--- config.mk ---
export PLATFORM = sky130hd
export DESIGN_NAME = rr_arbiter8
export DESIGN_NICKNAME = d
export VERILOG_FILES = /design/src/rtl/rr_arbiter8.sv
export SDC_FILE = /design/constraint.sdc
export NUM_CORES = 1
export LEC_CHECK = 0
export ABC_CLOCK_PERIOD_IN_PS = 3790
export BUFFER_PORTS_ARGS = -buffer_cell sky130_fd_sc_hd__buf_2
export CORE_ASPECT_RATIO = 0.6
export CORE_MARGIN = 2
export CORE_UTILIZATION = 59
export CTS_BUF_LIST = sky130_fd_sc_hd__clkbuf_8
export CTS_CLUSTER_DIAMETER = 50
export CTS_CLUSTER_SIZE = 16
export DETAILED_ROUTE_END_ITERATION = 12
export GPL_TIMING_DRIVEN = 0
export PLACE_DENSITY = 0.82
export RECOVER_POWER = 100
export SYNTH_ARGS = -nofsm -noshare
export SYNTH_HDL_FRONTEND = slang
export SYNTH_SLANG_ARGS = --single-unit
--- constraint.sdc ---
create_clock -name clk -period 3.79 [get_ports clk]
set_input_delay 0.758 -clock clk [delete_from_list [all_inputs] [get_ports clk]]
set_output_delay 0.758 -clock clk [all_outputs]
set_load 0.01 [all_outputs]
--- src/rtl/rr_arbiter8.sv ---
// rr_arbiter8: eight-way round-robin arbiter with a registered one-hot grant.
// Grants are held until done or a TIMEOUT-cycle forced release.
module rr_arbiter8 #(
  parameter int TIMEOUT = 16
) (
  input  logic       clk,
  input  logic       rst,
  input  logic       En,
  input  logic [7:0] req,
  input  logic       done,
  output logic [7:0] gnt,
  output logic [2:0] gnt_id,
  output logic       gnt_valid,
  output logic       timeout
);

  localparam int CW = (TIMEOUT > 1) ? $clog2(TIMEOUT) : 1;
  localparam logic [CW-1:0] LAST = CW'(TIMEOUT - 1);

  typedef enum logic {IDLE, BUSY} state_t;

  state_t      state, state_n;
  logic [2:0]  ptr, ptr_n;
  logic [CW-1:0] cnt, cnt_n;
  logic [7:0]  gnt_n;
  logic [2:0]  id_n;
  logic        valid_n;
  logic        to_n;

  logic [15:0] dbl;
  logic [7:0]  rot;
  logic [2:0]  off;
  logic [2:0]  sel;

  // rotate so ptr lands at bit 0; lowest set bit is the winner
  always_comb begin
    dbl = {req, req} >> ptr;
    rot = dbl[7:0];
    off = 3'd0;
    for (int i = 7; i >= 0; i--) begin
      if (rot[i]) off = 3'(i);
    end
    sel = ptr + off;
  end

  always_comb begin
    state_n = state;
    ptr_n   = ptr;
    cnt_n   = cnt;
    gnt_n   = gnt;
    id_n    = gnt_id;
    valid_n = gnt_valid;
    to_n    = 1'b0;
    unique case (state)
      IDLE: begin
        if (En && |req) begin
          gnt_n   = 8'b1 << sel;
          id_n    = sel;
          valid_n = 1'b1;
          cnt_n   = '0;
          state_n = BUSY;
        end
      end
      BUSY: begin
        if (done || cnt == LAST) begin
          gnt_n   = 8'h00;
          valid_n = 1'b0;
          state_n = IDLE;
          ptr_n   = gnt_id + 3'd1;
          to_n    = ~done;
        end else begin
          cnt_n = cnt + 1'b1;
        end
      end
      default: state_n = IDLE;
    endcase
  end

  always_ff @(posedge clk or posedge rst) begin
    if (rst) begin
      state     <= IDLE;
      ptr       <= 3'd0;
      cnt       <= '0;
      gnt       <= 8'h00;
      gnt_id    <= 3'd0;
      gnt_valid <= 1'b0;
      timeout   <= 1'b0;
    end else begin
      state     <= state_n;
      ptr       <= ptr_n;
      cnt       <= cnt_n;
      gnt       <= gnt_n;
      gnt_id    <= id_n;
      gnt_valid <= valid_n;
      timeout   <= to_n;
    end
  end

endmodule

Word-level counts from Yosys, hierarchy flattened
Index checks and enable logic that the tools add are counted.
- shifts and indexed selects: 2
- bitwise logic cells: 2
- add/subtract/negate cells: 3
- reductions and logical operators: 7
- equality and inequality tests: 4
- muxes and demuxes: 22
- operator list (operator ; number):
    3-bit two-way mux ; 8
    8-bit two-way mux ; 2
    8-bit case mux with 2 select lines ; 1
    16-bit by 3-bit right shift with 8-bit output ; 1
    4-bit two-way mux ; 2
    4-bit case mux with 2 select lines ; 1
    2-bit AND reduction ; 4
    8-bit OR reduction ; 1
    1-bit by 3-bit left shift with 8-bit output (first input constant) ; 1
    1-bit two-way mux ; 6
    4-bit by 1-bit adder with 4-bit output (second input constant) ; 1
    4-bit equality test (second input constant) ; 1
    2-bit != test (second input constant) ; 2
    1-bit case mux with 2 select lines ; 2
    3-bit by 1-bit adder with 3-bit output (second input constant) ; 1
    3-bit adder ; 1
    2-bit by 1-bit != test with 1-bit output (second input constant) ; 1
    1-bit NOT ; 2
    1-bit logical AND ; 1
    1-bit logical OR ; 1
- register bits: 21

Logic depth before layout (Yosys ltp)
- depth after elaboration: 13
- depth in mapped cells: 15

Worst setup path before layout
No wires, ideal clock.
- kind: input to register
- start point: in req[0]
- end point: reg gnt[0]
- setup time: 0.087 ns
- arrival: 3.233 ns
- path buffers: 1
- stages on the path: 12
- path slack: 0.471 ns
- required time: 3.703 ns
- path through: buf_2 > mux2i_1 > mux2i_1 > or3b_2 > a21o_1 > a21oi_1 > ha_1 > inv_1 > fa_1 > nor3b_1 > o2111ai_1 > o211ai_1
- word-level cells in the longest chain between the ends: 13
- elaborated cells between the ends (all ways): 17
- ends and longest elaborated chain (element ; line ; source):
    start, declared ; 9 ; input logic [7:0] req,
    16-bit by 3-bit right shift with 8-bit output ; 37 ; dbl = {req, req} >> ptr;
    3-bit two-way mux (8 in series) ; 41 ; if (rot[i]) off = 3'(i);
    3-bit adder ; 43 ; sel = ptr + off;
    1-bit by 3-bit left shift with 8-bit output ; 57 ; gnt_n = 8'b1 << sel;
    8-bit two-way mux ; 56 ; if (En && |req) begin
    8-bit case mux with 2 select lines ; 54 ; unique case (state)
    end signal, assigned ; 92 ; gnt <= gnt_n;
    end, declared ; 11 ; output logic [7:0] gnt,
Parallel ways exist; a longest one is shown, timed or not. The select of a mux whose other input is x is not followed.
A chain may end at the register's enable or synchronous reset.

Final worst setup path
- start point: reg ptr[0]
- end point: reg gnt[4]
- word-level cells in the longest chain between the ends: 13
- ends and longest elaborated chain (element ; line ; source):
    start, declared ; 23 ; logic [2:0] ptr, ptr_n;
    start signal, assigned ; 90 ; ptr <= ptr_n;
    16-bit by 3-bit right shift with 8-bit output ; 37 ;
    3-bit two-way mux (8 in series) ; 41 ;
    3-bit adder (*) ; 43 ;
    1-bit by 3-bit left shift with 8-bit output (*) ; 57 ;
    8-bit two-way mux (*) ; 56 ;
    8-bit case mux with 2 select lines (*) ; 54 ;
Mark *: on every way between the ends. The rest lies on a longest branch, timed or not. The select of a mux whose other input is x is not followed.

==> results.sh <==
export IMPL_status="complete, no violations"
export IMPL_grt_util_all_layers_pct=28.4
export IMPL_yosys_warnings=0
export IMPL_finalMaxSlewViolations=0
export IMPL_vdd_drop_max_uv=357
export IMPL_ys_ff_latch=21
export IMPL_p_int_uw=720
export IMPL_pwr_share_clk_pct=10.5
export IMPL_path_clk_slew_ns=0.08
export IMPL_max_cap_violations=0
export IMPL_syn_area_mm2=0.00162
export IMPL_synth_edff_count=0
export IMPL_worstHoldPathType="reg -> reg"
export IMPL_placed_cells=230
export IMPL_hold_violations=0
export IMPL_cts_made_buffers=3
export IMPL_grt_ovfl_total=0
export IMPL_num_nets_final=219
export IMPL_root_buffer="clkbuf_8"
export IMPL_postSynthAreaPerCell_um2=9.24
export IMPL_grt_pass1_wl_mm=6.97
export IMPL_worst_pin_slew_ns=1.39
export IMPL_via_count=1536
export IMPL_wl_per_cell_um=18.2
export IMPL_sequentialPowerShare_pct=24.5
export IMPL_cts_tree="done"
export IMPL_fmax_mhz=275
export IMPL_antenna_found_initial=0
export IMPL_synthArstFlopShare_pct=100
export IMPL_clockBufferDepth=2
export IMPL_start_kind="register"
export IMPL_synth_nets=191
export IMPL_critical_path_max_fanout=10
export IMPL_fin_crit_ns=3.64
export IMPL_worstSetupEndpointType="register"
export IMPL_rows=14
export IMPL_slew_headroom_pct=6.60
export IMPL_p_sw_share_pct=49.0
export IMPL_dominantRegCellSynth="dfrtp_1"
export IMPL_drtIter0Drc=218
export IMPL_leakagePower_nw=0.794
export IMPL_fin_crit_sh_pct=96.0
export IMPL_routabilityCongestion=0.971
export IMPL_utilization_pct=70.4
export IMPL_ios=25
export IMPL_drtPass1Iterations=5
export IMPL_final_cell_mix="21 x nand2_1, 21 x dfrtp_1, 17 x clkbuf_1"
export IMPL_postRouteAntennaNets=0
export IMPL_wl_mm=4.25
export IMPL_dieArea_mm2=0.00319
export IMPL_critPathKind="reg -> reg"
export IMPL_crit_required_ns=3.98
export IMPL_portBuffers=23
export IMPL_diodes=0
export IMPL_hpwl_mm=3.17
export IMPL_syn_to_final_growth_pct=11.3
export IMPL_clock_sinks=21
export IMPL_fin_skew_ns=0.00492
export IMPL_via_per_inst=6.56
export IMPL_holdWs_ns=0.506
export IMPL_power_switching_uw=691
export IMPL_initial_core_util_pct=63.2
export IMPL_p_comb_share_pct=65.0
export IMPL_power_density_mw_per_mm2=784
export IMPL_grt_max_degree=22
export IMPL_layout_drive_gt1_share_pct=15.8
export IMPL_die_y_um=44.5
export IMPL_yosysSeqAreaShare_pct=32.5
export IMPL_htreeDepth=1
export IMPL_clkLatencyLatePin_ns=0.26
export IMPL_die_w_um=71.6
export IMPL_route_detailed_drc=0
export IMPL_fillers=202
export IMPL_synthDistinctLibCells=47
export IMPL_grt_pass1_vias=1503
export IMPL_finalSetupViolations=0
export IMPL_fin_cells=234
export IMPL_fp_coreArea_mm2=0.00256
export IMPL_arrival_ns=3.82
export IMPL_cts_setup_buffers=0
export IMPL_netlist_instances=175
path summary, 6_finish.rpt:
check                           slack [ns]  cells past startpoint       from        end
min in group asynchronous             0.65                      2        rst     cnt[2]
worst min-delay path                  0.51                      2  gnt_valid  gnt_valid
worst max-delay path                  0.15                     12     ptr[0]     gnt[4]
max in group asynchronous             2.63                      2        rst     ptr[0]
worst min register to register        0.51                      2  gnt_valid  gnt_valid
worst max register to register        0.15                     12     ptr[0]     gnt[4]
kinds of logic (layout without fill, tap and decap cells):
logic type / count (synthesis) / in the layout / share of synthesized area (%)
compound gates: 58 / 58 / 28.1
simple gates: 53 / 53 / 17.3
flops: 21 / 21 / 32.5
buf+inv: 19 / 46 / 5.26
mux: 18 / 18 / 12.2
fa+ha+maj: 4 / 4 / 3.56
xor+xnor: 2 / 2 / 1.08
synth_stat cells, types with 2 or more instances:
| cell type | instances | area share (%) |
|---|---|---|
| buf_4 | 2 | 0.93 |
| dfrtp_1 | 21 | 33 |
| nor3b_1 | 2 | 0.93 |
| a211o_1 | 2 | 1.1 |
| and2_1 | 2 | 0.77 |
| mux2_2 | 3 | 2.1 |
| o211ai_1 | 5 | 2.3 |
| nand2b_1 | 4 | 1.5 |
| nor3_1 | 6 | 1.9 |
| a21oi_1 | 8 | 2.5 |
| a211oi_1 | 3 | 1.4 |
| buf_2 | 5 | 1.5 |
| nor2b_1 | 4 | 1.5 |
| o2111ai_1 | 6 | 3.3 |
| clkbuf_1 | 4 | 0.93 |
| inv_1 | 8 | 1.9 |
| a221o_1 | 4 | 2.5 |
| and3_1 | 2 | 0.77 |
| mux2i_1 | 14 | 8.7 |
| o211a_1 | 4 | 2.5 |
| xnor2_1 | 2 | 1.1 |
| o22ai_1 | 2 | 0.77 |
| ha_1 | 3 | 2.3 |
| nand3_1 | 5 | 1.5 |
| nand2_1 | 21 | 4.9 |
| o21ai_0 | 11 | 3.4 |
| nor2_1 | 2 | 0.46 |
flip-flops by register name, summed over array words and instances, names as in the netlist:
name       cells
cnt            4
gnt            8
gnt_id         3
gnt_valid      1
ptr            3
state          1
timeout        1
power by group through the flow:
| stage | registers, mW | logic [mW] | clock network (mW) |
|---|---|---|---|
| 2_1_floorplan | 0.357 | 0.631 | 0 |
| 3_3_place_gp | 0.340 | 0.819 | 0 |
| 3_5_place_dp | 0.345 | 0.872 | 0 |
| 4_1_cts | 0.341 | 0.879 | 0.149 |
| 5_1_grt | 0.353 | 0.998 | 0.159 |
| 6_report | 0.345 | 0.917 | 0.148 |
final cells by class:
type                            instances  area (um2)  area share, %
Multi-Input combinational cell        135        1000           55.8
Sequential cell                        21         526           29.2
Timing Repair Buffer                   23        97.6           5.42
Buffer                                 11        56.3           3.13
Clock buffer                            3        41.3           2.29
Tap cell                               32        40.0           2.23
Inverter                                8        30.0           1.67
Clock inverter                          1        3.75          0.209
layer usage:
metal,global-route usage (%),vias up,part of all wire [%]
met2,46.5,70,47
li1,-,723,-
met1,37.8,737,45
met3,8.43,6,7.3
met5,0,-,0
met4,6.42,0,0.85
stage by stage:
step	area, um2	worst slack, ns	setup TNS, ns	power [mW]
final	1800	0.151	0	1.41
after global routing	1800	-0.00113	-0.00113	1.51
after CTS	1820	0.0168	0	1.37
after detailed placement	1770	-0.142	-0.254	1.22
after global placement	1770	0.0555	0	1.16
after floorplan	1620	0.471	0	0.988
worst max-delay path, stage by stage (launching register included):
cell	delay, ns
dfrtp_1	0.35
buf_2	0.21
buf_4	0.23
mux2_2	0.37
or3b_2	0.45
a21o_1	0.18
a21oi_1	0.22
ha_1	0.19
inv_1	0.06
fa_1	0.67
nor3b_4	0.31
o2111ai_1	0.18
o211ai_1	0.14
what timing repair did:
| item | 4_1_cts | 5_1_grt |
|---|---|---|
| gates resized for setup | 0 | 6 |
| hold buffers | 0 | 0 |
| setup endpoints to repair | 0 | 8 |
(Power assumes the default switching activity.)
